### src/rtl/activation_lut_loader_if.sv
// Write-stream bundle between the parameter loader (master) and the
// activation LUT writer (slave): load request, sample handshake and status.
interface activation_lut_loader_if #(
    parameter int DATA_WIDTH = 8
);
    logic                  start;
    logic                  wr_valid;
    logic                  wr_ready;
    logic [DATA_WIDTH-1:0] wr_data;
    logic                  load_busy;
    logic                  load_done;

    modport master (
        output start, wr_valid, wr_data,
        input  wr_ready, load_busy, load_done
    );

    modport slave (
        input  start, wr_valid, wr_data,
        output wr_ready, load_busy, load_done
    );
endinterface

### src/rtl/activation_lut_loader.sv
// Activation LUT writer: loads 16 signed samples over valid/ready into a
// register file and serves the (base, next_data) pair to the interpolator.
module activation_lut_loader #(
    parameter int DATA_WIDTH = 8,
    parameter int ADDR_WIDTH = 4
) (
    input  logic                         clk,
    input  logic                         rst,
    activation_lut_loader_if.slave       wr_if,
    input  logic [ADDR_WIDTH-1:0]        i_address,
    output logic                         o_lut_valid,
    output logic signed [DATA_WIDTH-1:0] o_base,
    output logic signed [DATA_WIDTH-1:0] o_next_data
);
    localparam int DEPTH = 2 ** ADDR_WIDTH;

    typedef enum logic [1:0] {
        S_IDLE = 2'd0,
        S_LOAD = 2'd1,
        S_DONE = 2'd2
    } state_t;

    state_t                       r_state;
    logic [ADDR_WIDTH-1:0]        r_cnt;
    logic                         r_wr_ready;
    logic                         r_load_busy;
    logic                         r_load_done;
    logic                         r_lut_valid;
    logic signed [DATA_WIDTH-1:0] r_entry [DEPTH];

    logic                         w_accept;
    logic [ADDR_WIDTH-1:0]        w_next_addr;

    // wr_ready is only ever high in LOAD, so it alone qualifies an accept
    assign w_accept = wr_if.wr_valid & r_wr_ready;

    // Load FSM with registered status outputs; entries persist across
    // reloads and are only cleared by reset
    always_ff @(posedge clk) begin
        if (rst) begin
            r_state     <= S_IDLE;
            r_cnt       <= '0;
            r_wr_ready  <= 1'b0;
            r_load_busy <= 1'b0;
            r_load_done <= 1'b0;
            r_lut_valid <= 1'b0;
            for (int i = 0; i < DEPTH; i++) begin
                r_entry[i] <= '0;
            end
        end else begin
            r_load_done <= 1'b0;
            case (r_state)
                S_IDLE, S_DONE: begin
                    if (wr_if.start) begin
                        r_state     <= S_LOAD;
                        r_cnt       <= '0;
                        r_wr_ready  <= 1'b1;
                        r_load_busy <= 1'b1;
                        r_lut_valid <= 1'b0;
                    end
                end
                S_LOAD: begin
                    // start is deliberately ignored here: a load never restarts
                    if (w_accept) begin
                        r_entry[r_cnt] <= wr_if.wr_data;
                        r_cnt          <= r_cnt + ADDR_WIDTH'(1);
                        if (r_cnt == ADDR_WIDTH'(DEPTH - 1)) begin
                            r_state     <= S_DONE;
                            r_wr_ready  <= 1'b0;
                            r_load_busy <= 1'b0;
                            r_load_done <= 1'b1;
                            r_lut_valid <= 1'b1;
                        end
                    end
                end
                default: begin
                    r_state     <= S_IDLE;
                    r_wr_ready  <= 1'b0;
                    r_load_busy <= 1'b0;
                    r_lut_valid <= 1'b0;
                end
            endcase
        end
    end

    // Upper neighbour saturates at the last entry instead of wrapping to 0
    always_comb begin
        w_next_addr = i_address + ADDR_WIDTH'(1);
        if (i_address == ADDR_WIDTH'(DEPTH - 1)) begin
            w_next_addr = i_address;
        end
    end

    assign o_base      = r_entry[i_address];
    assign o_next_data = r_entry[w_next_addr];
    assign o_lut_valid = r_lut_valid;

    assign wr_if.wr_ready  = r_wr_ready;
    assign wr_if.load_busy = r_load_busy;
    assign wr_if.load_done = r_load_done;
endmodule

### src/flat_wrapper.sv
// flat-port wrapper written by rule: the top's interface ports become plain ports
module activation_lut_loader_flat 
#(
    parameter int DATA_WIDTH = 8,
    parameter int ADDR_WIDTH = 4
)
  (clk, rst, i_address, o_lut_valid, o_base, o_next_data, wr_if_start, wr_if_wr_valid, wr_if_wr_data, wr_if_wr_ready, wr_if_load_busy, wr_if_load_done);
  activation_lut_loader_if #(.DATA_WIDTH(DATA_WIDTH)) wr_if_i ();
  input  logic clk;
  input  logic rst;
  input  logic [ADDR_WIDTH-1:0] i_address;
  output logic o_lut_valid;
  output logic signed [DATA_WIDTH-1:0] o_base;
  output logic signed [DATA_WIDTH-1:0] o_next_data;
  input wire logic [$bits(wr_if_i.start)-1:0] wr_if_start;
  input wire logic [$bits(wr_if_i.wr_valid)-1:0] wr_if_wr_valid;
  input wire logic [$bits(wr_if_i.wr_data)-1:0] wr_if_wr_data;
  output wire logic [$bits(wr_if_i.wr_ready)-1:0] wr_if_wr_ready;
  output wire logic [$bits(wr_if_i.load_busy)-1:0] wr_if_load_busy;
  output wire logic [$bits(wr_if_i.load_done)-1:0] wr_if_load_done;
  assign wr_if_i.start = wr_if_start;
  assign wr_if_i.wr_valid = wr_if_wr_valid;
  assign wr_if_i.wr_data = wr_if_wr_data;
  assign wr_if_wr_ready = wr_if_i.wr_ready;
  assign wr_if_load_busy = wr_if_i.load_busy;
  assign wr_if_load_done = wr_if_i.load_done;
  activation_lut_loader #(.DATA_WIDTH(DATA_WIDTH), .ADDR_WIDTH(ADDR_WIDTH)) u_core (.clk(clk), .rst(rst), .wr_if(wr_if_i), .i_address(i_address), .o_lut_valid(o_lut_valid), .o_base(o_base), .o_next_data(o_next_data));
endmodule
### config.mk
export PLATFORM = sky130hd
export DESIGN_NAME = activation_lut_loader_flat
export DESIGN_NICKNAME = d
export VERILOG_FILES = /design/src/rtl/activation_lut_loader_if.sv /design/src/rtl/activation_lut_loader.sv /design/src/flat_wrapper.sv
export SDC_FILE = /design/constraint.sdc
export NUM_CORES = 1
export LEC_CHECK = 0
export BUFFER_PORTS_ARGS = -buffer_cell sky130_fd_sc_hd__clkbuf_2
export CORE_ASPECT_RATIO = 0.9
export CORE_MARGIN = 5
export CORE_UTILIZATION = 36
export DETAILED_ROUTE_END_ITERATION = 16
export PLACE_DENSITY = 0.56
export SYNTH_ARGS = -nofsm -noshare
export SYNTH_HDL_FRONTEND = slang
export SYNTH_SLANG_ARGS = --single-unit
export TNS_END_PERCENT = 1
### constraint.sdc
create_clock -name clk -period 1.5 [get_ports clk]
set_input_delay 0 -clock clk [delete_from_list [all_inputs] [get_ports clk]]
set_output_delay 0 -clock clk [all_outputs]
set_load 0.03 [all_outputs]
==> flow_summary.yaml, run 1 <==
yosys:
  synth_common_cells: "and2_1, edfxtp_1, mux2i_1, nor2_1, nand2_1"
  ys_seq_area_frac: 0.480
  syn_nets: 750
  yosysWarningCount: 0
  synth_edf_count: 128
  synth_area_leaders: "edfxtp_1, and2_1, mux2i_1, mux4_2, mux2_2"
  synthDominantCellAreaShare: 0.461
  synthDistinctLibCells: 57
  synthCells: 729
  synthMostInstantiatedCell: "and2_1"
  async_reset_ff_frac: 0
  synthFlopType: "edfxtp_1"
  ys_seq_elements: 136
  syn_area_um2: 8340
  synth_area_leader_cell: "edfxtp_1"
  syn_area_per_cell_um2: 11.4
timing:
  relSlewSlack: 0.586
  fin_ws_ns: -0.668
  worst_pin_slew_ns: 0.616
  rsz0062_at_grt: "true"
  fin_crit_sh: 1.45
  max_freq_ghz: 0.461
  setup-violations-final: 272
  finClkSkew_ns: 0.00594
  maxSlewViolCount: 0
  hold_viol: 0
  min_period_ns: 2.17
worst_setup_path:
  arrival_ns: 2.17
  critical_path_class: "reg2out"
  cp.required_ns: 1.50
  setup.worst_path.start: "u_core.r_entry[11][0]"
  slowest_stage: "edfxtp_1"
  cp_max_fo: 2
  max_stage_delay_ns: 0.50
  start_kind: "register"
  r2r_start: "u_core.r_state[1]"
  worstSetupEndpointType: "primary output"
  critical_path.cell_chain: "mux2_4 > a32oi_1 > o31ai_1 > nor4_1 > nand3_1 > clkbuf_8"
grt:
  grt_pass1_wl_um: 41000
  grt_pass1_vias: 6564
  grt_max_degree: 48
  grt.overflow.total: 0
  grt_usage: 0.209
  antenna_found_initial: 2
clock_tree:
  tritoncts: "done"
  clockBufferDepth: 2
  cts_made_buffers: 17
  clock-sinks: 136
  clkTransAtPathRegs_ns: 0.06
  h-tree-depth: 4
  insertion_delay_ns: 0.42
  ctsRootBufferMaster: "clkbuf_16"
drt:
  dr_total_vias: 6537
  routed_wl_um: 27200
  drt_iter0_drc: 576
  viasPerCell: 5.59
  ant_nets: 0
  wl_per_cell_um: 23.3
  drt_pass1_iterations: 6
  drcViolationCount: 0
layout:
  antenna_cells: 0
  drive_above_1_share: 0.334
  area_growth_pct: 25.2
  layoutNonFillerInstCount: 1169
  nNetsFinal: 880
pwr:
  power_w: 0.0102
  p_per_area_nw_per_um2: 976
  peakVddDrop_v: 0.000739
  p_leak_nw: 4.05
worst_hold_path:
  min_path_type: "in2reg"
  worstHoldStart: "rst"
placement:
  dp_hpwl_um: 20700
  dp_cells: 1133
  io_buffers: 35
  gp_congestion: 0.919
floorplanning:
  die_h_um: 154
  ios: 36
  die_w_um: 170
  fp.dieArea_um2: 26300
  start_util: 0.368
  rows: 52
  coreArea_um2: 22600
run:
  drv_cap: 0
outcome:
  status: "complete, but fails checks"
  violations: "negative setup slack"
layout by cell type, fill, tap and decap left out, types with 19 or more instances in the layout:
master,netlist,final
and2_1,130,130
edfxtp_1,128,128
buf_4,15,125
mux2i_1,66,66
nor2_1,41,32
nand2_1,33,29
a211oi_1,26,25
mux2_2,20,20
clkbuf_2,0,19
area by class of cell:
type                    count  area, µm²
repair buffers            164       1290
fillers                  2112      12200
clock buffers              17        425
flip-flops and latches    136       4010
multi-input cells         538       4200
well taps                 297        372
inverters                   2       7.51
clock inverters            15        138
final timing paths:
check | slack [ns] | cells after the start | endpoint
max | -0.67 | 6 | o_next_data[0]
min reg2reg | 0.50 | 2 | u_core.r_cnt[1]
max reg2reg | -0.21 | 5 | u_core.r_entry[4][7]
min | 0.08 | 3 | u_core.wr_if.wr_ready
metal layers:
layer | vias to the layer above | track usage | wire length, µm
met5 | - | 0 | 0
li1 | 2992 | - | -
met2 | 250 | 0.322 | 12400
met4 | 0 | 0.0502 | 397
met3 | 29 | 0.0518 | 1870
met1 | 3266 | 0.298 | 12600
power breakdown:
| group | total, W | internal [W] | switching [W] |
|---|---|---|---|
| sequential | 0.00441 | 0.00429 | 0.000127 |
| clock | 0.00402 | 0.00218 | 0.00184 |
| combinational | 0.00175 | 0.000755 | 0.000998 |
| total | 0.0102 | 0.00722 | 0.00297 |
cells by family (layout without fill, tap and decap cells):
logic type,count (synthesis),after routing,share of synthesized area
compound gates,120,120,0.101
xor+xnor,3,3,0.00315
flops,136,136,0.480
mux,106,106,0.159
simple gates,304,304,0.210
buf+inv,55,198,0.0396
fa+ha+maj,5,5,0.00750
stage by stage:
| step | hold slack [ns] | worst slack (ns) | TNS [ns] | util | area [µm²] |
|---|---|---|---|---|---|
| finish | 0.0789 | -0.668 | -38.71 | 0.461 | 10400 |
| detailed placement | 0.302 | -0.480 | -48.92 | 0.427 | 9670 |
| floorplan | 0.161 | -0.205 | -24.46 | - | 8450 |
| CTS | 0.0716 | -0.648 | -45.74 | 0.458 | 10400 |
| global route | 0.110 | -0.730 | -61.95 | 0.461 | 10400 |
| global placement | 0.287 | -0.444 | -39.39 | 0.427 | 9670 |
timing repair:
item	in CTS	in global routing
pin swaps	11	2
setup endpoints to repair	272	273
buffers inserted	2	1
hold endpoints to repair	3	0
hold buffers	1	0
resized for setup	36	16
worst max-delay path, delay by kind of cell (launching register included):
kind | cells | cell delay (ns)
buffers and inverters | 1 | 0.19
AO/OA/AOI/OAI | 2 | 0.26
AND/OR/NAND/NOR | 2 | 0.49
flip-flops | 1 | 0.50
multiplexers | 1 | 0.31
state kept, by name, summed over array words and instances (netlist names):
| signal | count |
|---|---|
| u_core.r_entry | 128 |
| u_core.r_cnt | 4 |
| u_core.r_state | 2 |
| u_core.wr_if.load_done | 1 |
| u_core.wr_if.wr_ready | 1 |
(Power assumes the default switching activity.)
==> run 2: changes to the inputs <==
--- a/config.mk
+++ b/config.mk
@@ -10,7 +10,8 @@
 export CORE_MARGIN = 5
 export CORE_UTILIZATION = 36
 export DETAILED_ROUTE_END_ITERATION = 16
-export PLACE_DENSITY = 0.56
+export PLACE_DENSITY = 0.54
+export REMOVE_ABC_BUFFERS = 1
 export SYNTH_ARGS = -nofsm -noshare
 export SYNTH_HDL_FRONTEND = slang
 export SYNTH_SLANG_ARGS = --single-unit
==> constraint.sdc (replaced) <==
create_clock -name clk -period 2.1 [get_ports clk]
set_input_delay 0 -clock clk [delete_from_list [all_inputs] [get_ports clk]]
set_output_delay 0 -clock clk [all_outputs]
set_load 0.03 [all_outputs]
==> run 2 against run 1 <==
The run still ends with negative setup slack left. Die area did not move. Via count down 6.0%. Non-clock buffer count down 81. Global-route usage decreased by 0.97 points. Combinational power down 38%. Routed wire length down 4.8%. Sequential cell count did not move. Largest power group is now the clock network.
==> flow_summary.yaml, run 2 (synthesized netlist as in run 1, its figures left out) <==
drt:
  wl_met2_um: 12300
  drt_iter0_drc: 658
  viasPerCell: 5.65
  dr_total_vias: 6145
  wl_per_cell_um: 23.8
  maxUsedRoutingLayer: "met4"
  drcViolationCount: 0
  drt_pass1_iterations: 5
  ant_nets: 0
  routed_wl_um: 25900
  met3_length_um: 1300
  wirelength_met1_um: 12000
pwr:
  p_per_area_nw_per_um2: 781
  clock_power_share: 0.440
  peakVddDrop_v: 0.000444
  p_sw_frac: 0.250
  internal-power_w: 0.00570
  power.share.sequential: 0.416
  p_leak_nw: 3.68
  power.combinational.fraction: 0.143
  switchingPower_w: 0.00190
worst_setup_path:
  cp.required_ns: 2.10
  slowest_stage: "edfxtp_1"
  critical_path_class: "reg2out"
  max_stage_delay_ns: 0.46
  cp_max_fo: 2
  rrSetupSlack_ns: 0.14
  critical_path.cell_chain: "mux2_4 > a32oi_1 > o31ai_1 > nor4_2 > nand3_1 > clkbuf_4"
  start_kind: "register"
  arrival_ns: 2.14
  worstSetupEndpointType: "primary output"
floorplanning:
  die_w_um: 170
  rows: 52
  fp.dieArea_um2: 26300
  coreArea_um2: 22600
  ios: 36
  die_h_um: 154
  start_util: 0.368
grt:
  grt_max_degree: 74
  grt_usage: 0.199
  antenna_found_initial: 0
  grt_pass1_wl_um: 39100
  grt_pass1_vias: 6067
  grt.overflow.total: 0
layout:
  regMostFlops: "u_core.r_entry"
  drive_above_1_share: 0.238
  final_common_cell: "and2_1"
  antenna_cells: 0
  largest_reg_flops: 128
  layout_common_cells: "and2_1, edfxtp_1, mux2i_1, buf_4, nor2_1"
  area_growth_pct: 16.6
  nNetsFinal: 799
  fin_util: 0.429
  reg_top3: "u_core.r_entry: 128 flops, u_core.r_cnt: 4 flops, u_core.r_state: 2 flops"
  nFillCells: 2151
clock_tree:
  clockBufferDepth: 2
  clock-sinks: 136
  cts_made_buffers: 17
  h-tree-depth: 4
  insertion_delay_ns: 0.42
  tritoncts: "done"
  clkTransAtPathRegs_ns: 0.06
  ctsRootBufferMaster: "clkbuf_16"
worst_hold_path:
  min_path_type: "in2reg"
outcome:
  status: "complete, but fails checks"
  violations: "negative setup slack"
timing:
  worst_pin_slew_ns: 0.976
  hold_viol: 0
  rsz0062_at_grt: "true"
  fin_crit_sh: 1.02
  finClkSkew_ns: 0.00785
  min_period_ns: 2.14
  fin_ws_ns: -0.0416
  relSlewSlack: 0.348
  setup-violations-final: 1
  max_freq_ghz: 0.467
  tns_ns: -0.0416
  maxSlewViolCount: 0
placement:
  io_buffers: 35
  dp_hpwl_um: 19200
  gp_congestion: 0.920
run:
  drv_cap: 0
run 2: final cells by class:
type	count	area (µm²)	share of cell area
Timing Repair Buffer	83	621	0.0638
Tap cell	297	372	0.0382
Clock inverter	14	229	0.0236
Sequential cell	136	4000	0.412
Multi-Input combinational cell	538	4060	0.418
Clock buffer	18	429	0.0441
Inverter	2	7.51	0.000772
run 2: power by group through the flow:
stage / logic [W] / registers, W / clock network [W]
finish: 0.00109 / 0.00316 / 0.00334
global route: 0.00116 / 0.00317 / 0.00350
CTS: 0.00108 / 0.00316 / 0.00338
detailed placement: 0.00105 / 0.00322 / 0
global placement: 0.00104 / 0.00321 / 0
floorplan: 0.000615 / 0.00317 / 0
run 2: path summary, 6_finish.rpt:
kind	from	cells past startpoint	end
worst max-delay path	u_core.r_entry[9][2]	6	o_next_data[2]
worst min-delay path	wr_if_wr_valid	5	u_core.r_state[1]
worst max register to register	u_core.r_state[0]	5	u_core.r_entry[14][2]
worst min register to register	u_core.r_cnt[0]	2	u_core.r_cnt[0]
run 2: timing repair:
item                                   4_1_cts  5_1_grt
endpoints found under the hold margin        3        0
pin swaps                                    5        5
gates resized for setup                     10        9
hold buffers                                 1        0
setup endpoints to repair                    5        8
buffers inserted                             2        0
run 2: critical path, delay by kind of cell (launching register included):
| kind | cells | cell delay (ns) |
|---|---|---|
| simple gates | 2 | 0.46 |
| compound gates | 2 | 0.30 |
| mux | 1 | 0.30 |
| flops | 1 | 0.46 |
| buf+inv | 1 | 0.22 |
run 2: through the flow:
| stage | setup WS [ns] | hold WS, ns | area [µm²] | instances | total power (W) |
|---|---|---|---|---|---|
| after global placement | -0.0416 | 0.289 | 8980 | 1053 | 0.00425 |
| after detailed placement | -0.0558 | 0.325 | 8980 | 1053 | 0.00427 |
| after CTS | -0.0395 | 0.00233 | 9710 | 1088 | 0.00761 |
| after floorplan | -1.17 | 0.0691 | 8010 | 676 | 0.00378 |
| after global routing | -0.0917 | 0.0303 | 9720 | 1088 | 0.00783 |
| final | -0.0416 | 0.0140 | 9720 | 1088 | 0.00760 |
run 2: per-layer routing:
metal	vias to the layer above	global-route usage
met5	-	0
met4	0	0.0399
met3	26	0.0368
met2	190	0.321
met1	3105	0.283
li1	2824	-
==> run 3: changes to the inputs <==
--- a/config.mk
+++ b/config.mk
@@ -10,7 +10,7 @@
 export CORE_MARGIN = 5
 export CORE_UTILIZATION = 36
 export DETAILED_ROUTE_END_ITERATION = 16
-export PLACE_DENSITY = 0.54
+export PLACE_DENSITY = 0.49
 export REMOVE_ABC_BUFFERS = 1
 export SYNTH_ARGS = -nofsm -noshare
 export SYNTH_HDL_FRONTEND = slang
==> run 3 against run 2 <==
The flow still finishes with violations (negative setup slack). Via count grew 0.68%. Cell count grew 0.28%. Clock skew up 0.00099 ns. Count of clock-buffer cells in the layout fell by 1. First-iteration DRC count up 6.4%. Sequential share of layout area increased by 0.48 points. Fmax fell by 0.90%. Die area did not move. Total power down 5.2%. Global-route usage rose by 0.28 points. Sequential cell count stayed put. Critical path type unchanged.
==> flow_summary.yaml, run 3 (synthesized netlist as in run 1, its figures left out) <==
drt:
  viasPerCell: 5.67
  ant_nets: 0
  routed_wl_um: 26400
  wl_per_cell_um: 24.2
  dr_total_vias: 6187
  drcViolationCount: 0
  drt_iter0_drc: 700
  drt_pass1_iterations: 5
pwr:
  p_leak_nw: 3.65
  p_per_area_nw_per_um2: 750
  peakVddDrop_v: 0.000438
worst_setup_path:
  critical_path_class: "reg2out"
  cp_max_fo: 2
  worstSetupEndpointType: "primary output"
  arrival_ns: 2.16
  cp.required_ns: 2.10
  start_kind: "register"
timing:
  worst_pin_slew_ns: 0.551
  max_freq_ghz: 0.463
  fin_ws_ns: -0.0610
  fin_crit_sh: 1.03
  maxSlewViolCount: 0
  relSlewSlack: 0.630
  hold_viol: 0
  tns_ns: -0.0610
  rsz0062_at_grt: "true"
  setup-violations-final: 1
  min_period_ns: 2.16
  finClkSkew_ns: 0.00884
placement:
  dp_cells: 1053
  dpl_worst_slack_ns: 0.0458
  io_buffers: 35
  dp_hpwl_um: 19600
  gp_congestion: 0.920
grt:
  grt_usage: 0.202
  busiest_layer: "met2"
  grt_pass1_wl_um: 39400
  antenna_found_initial: 2
  grt.overflow.total: 0
  grt_use_met3: 0.0373
  use_met2: 0.315
  grt_max_degree: 74
  grt_use_met1: 0.289
  grt_pass1_vias: 6059
layout:
  final_common_cell: "and2_1"
  reg_top3: "u_core.r_entry: 128 flops, u_core.r_cnt: 4 flops, u_core.r_state: 2 flops"
  fin_util: 0.424
  nFillCells: 2129
  layout_common_cells: "and2_1, edfxtp_1, mux2i_1, buf_4, nor2_1"
  largest_reg_flops: 128
  nNetsFinal: 801
  seq_area_um2: 4000
  drive_above_1_share: 0.235
  regMostFlops: "u_core.r_entry"
  multiInputGateArea_um2: 4030
  area_growth_pct: 15.2
  layoutNonFillerInstCount: 1091
floorplanning:
  rows: 52
  die_h_um: 154
  ios: 36
  start_util: 0.368
  coreArea_um2: 22600
  fp.dieArea_um2: 26300
  die_w_um: 170
outcome:
  violations: "negative setup slack"
  status: "complete, but fails checks"
clock_tree:
  insertion_delay_ns: 0.42
  ctsRootBufferMaster: "clkbuf_16"
  h-tree-depth: 4
  cts_made_buffers: 17
  tritoncts: "done"
  clkTransAtPathRegs_ns: 0.06
  clock-sinks: 136
  clockBufferDepth: 2
worst_hold_path:
  min_path_type: "in2reg"
run:
  drv_cap: 0
run 3: changes by cell type in the layout (fill, tap and decap cells not counted), sizes merged:
cell / change
clkbuf: +1
diode: +1
dlygate4sd3: +1
inv: +5
buf: -1
clkinvlp: -1
bufinv: -4
clkinv: +1
run 3: path summary, 6_finish.rpt:
| kind | start | to | slack [ns] | cells past startpoint |
|---|---|---|---|---|
| worst max-delay path | u_core.r_entry[0][6] | o_next_data[6] | -0.06 | 6 |
| worst min-delay path | rst | u_core.r_state[0] | 0.04 | 3 |
| worst max register to register | u_core.r_state[0] | u_core.r_entry[12][4] | 0.15 | 5 |
| worst min register to register | u_core.r_cnt[0] | u_core.r_cnt[0] | 0.53 | 2 |
run 3: timing repair:
item | 4_1_cts | 5_1_grt
pin swaps | 1 | 4
cloned | 0 | 0
gates resized for setup | 5 | 6
setup buffers | 1 | 2
hold endpoints to repair | 3 | 0
hold buffers | 2 | 0
endpoints found under the setup margin | 3 | 7
run 3: worst max-delay path, cell delays in order, from the launching register on:
cell      delay (ns)
edfxtp_1        0.44
mux4_2          0.56
mux2i_1         0.18
a211oi_1        0.07
o21ai_1         0.14
nand4_1         0.14
clkbuf_8        0.20
run 3: final cells by class:
type | count | area share
diodes | 1 | 0.000260
clock buffers | 17 | 0.0443
clock inverters | 15 | 0.0156
inverters | 2 | 0.000781
multi-input cells | 538 | 0.419
flip-flops and latches | 136 | 0.417
well taps | 297 | 0.0387
repair buffers | 85 | 0.0645
run 3: metal layers:
metal	share of wire	vias up
met4	0.019	2
met3	0.056	34
met5	0.00049	-
met1	0.47	3118
li1	-	2823
met2	0.46	210
run 3: stage by stage:
step	total power, W	area [µm²]	hold WS, ns
after floorplan	0.00378	8010	0.0691
after global placement	0.00425	8950	0.292
after detailed placement	0.00427	8950	0.309
after CTS	0.00724	9570	0.0246
after global routing	0.00745	9610	0.0497
final	0.00720	9610	0.0373
run 3: where the power goes:
group          switching (W)  internal, W
sequential         0.0000992      0.00306
combinational       0.000671     0.000404
clock                0.00121      0.00175
total                0.00198      0.00522
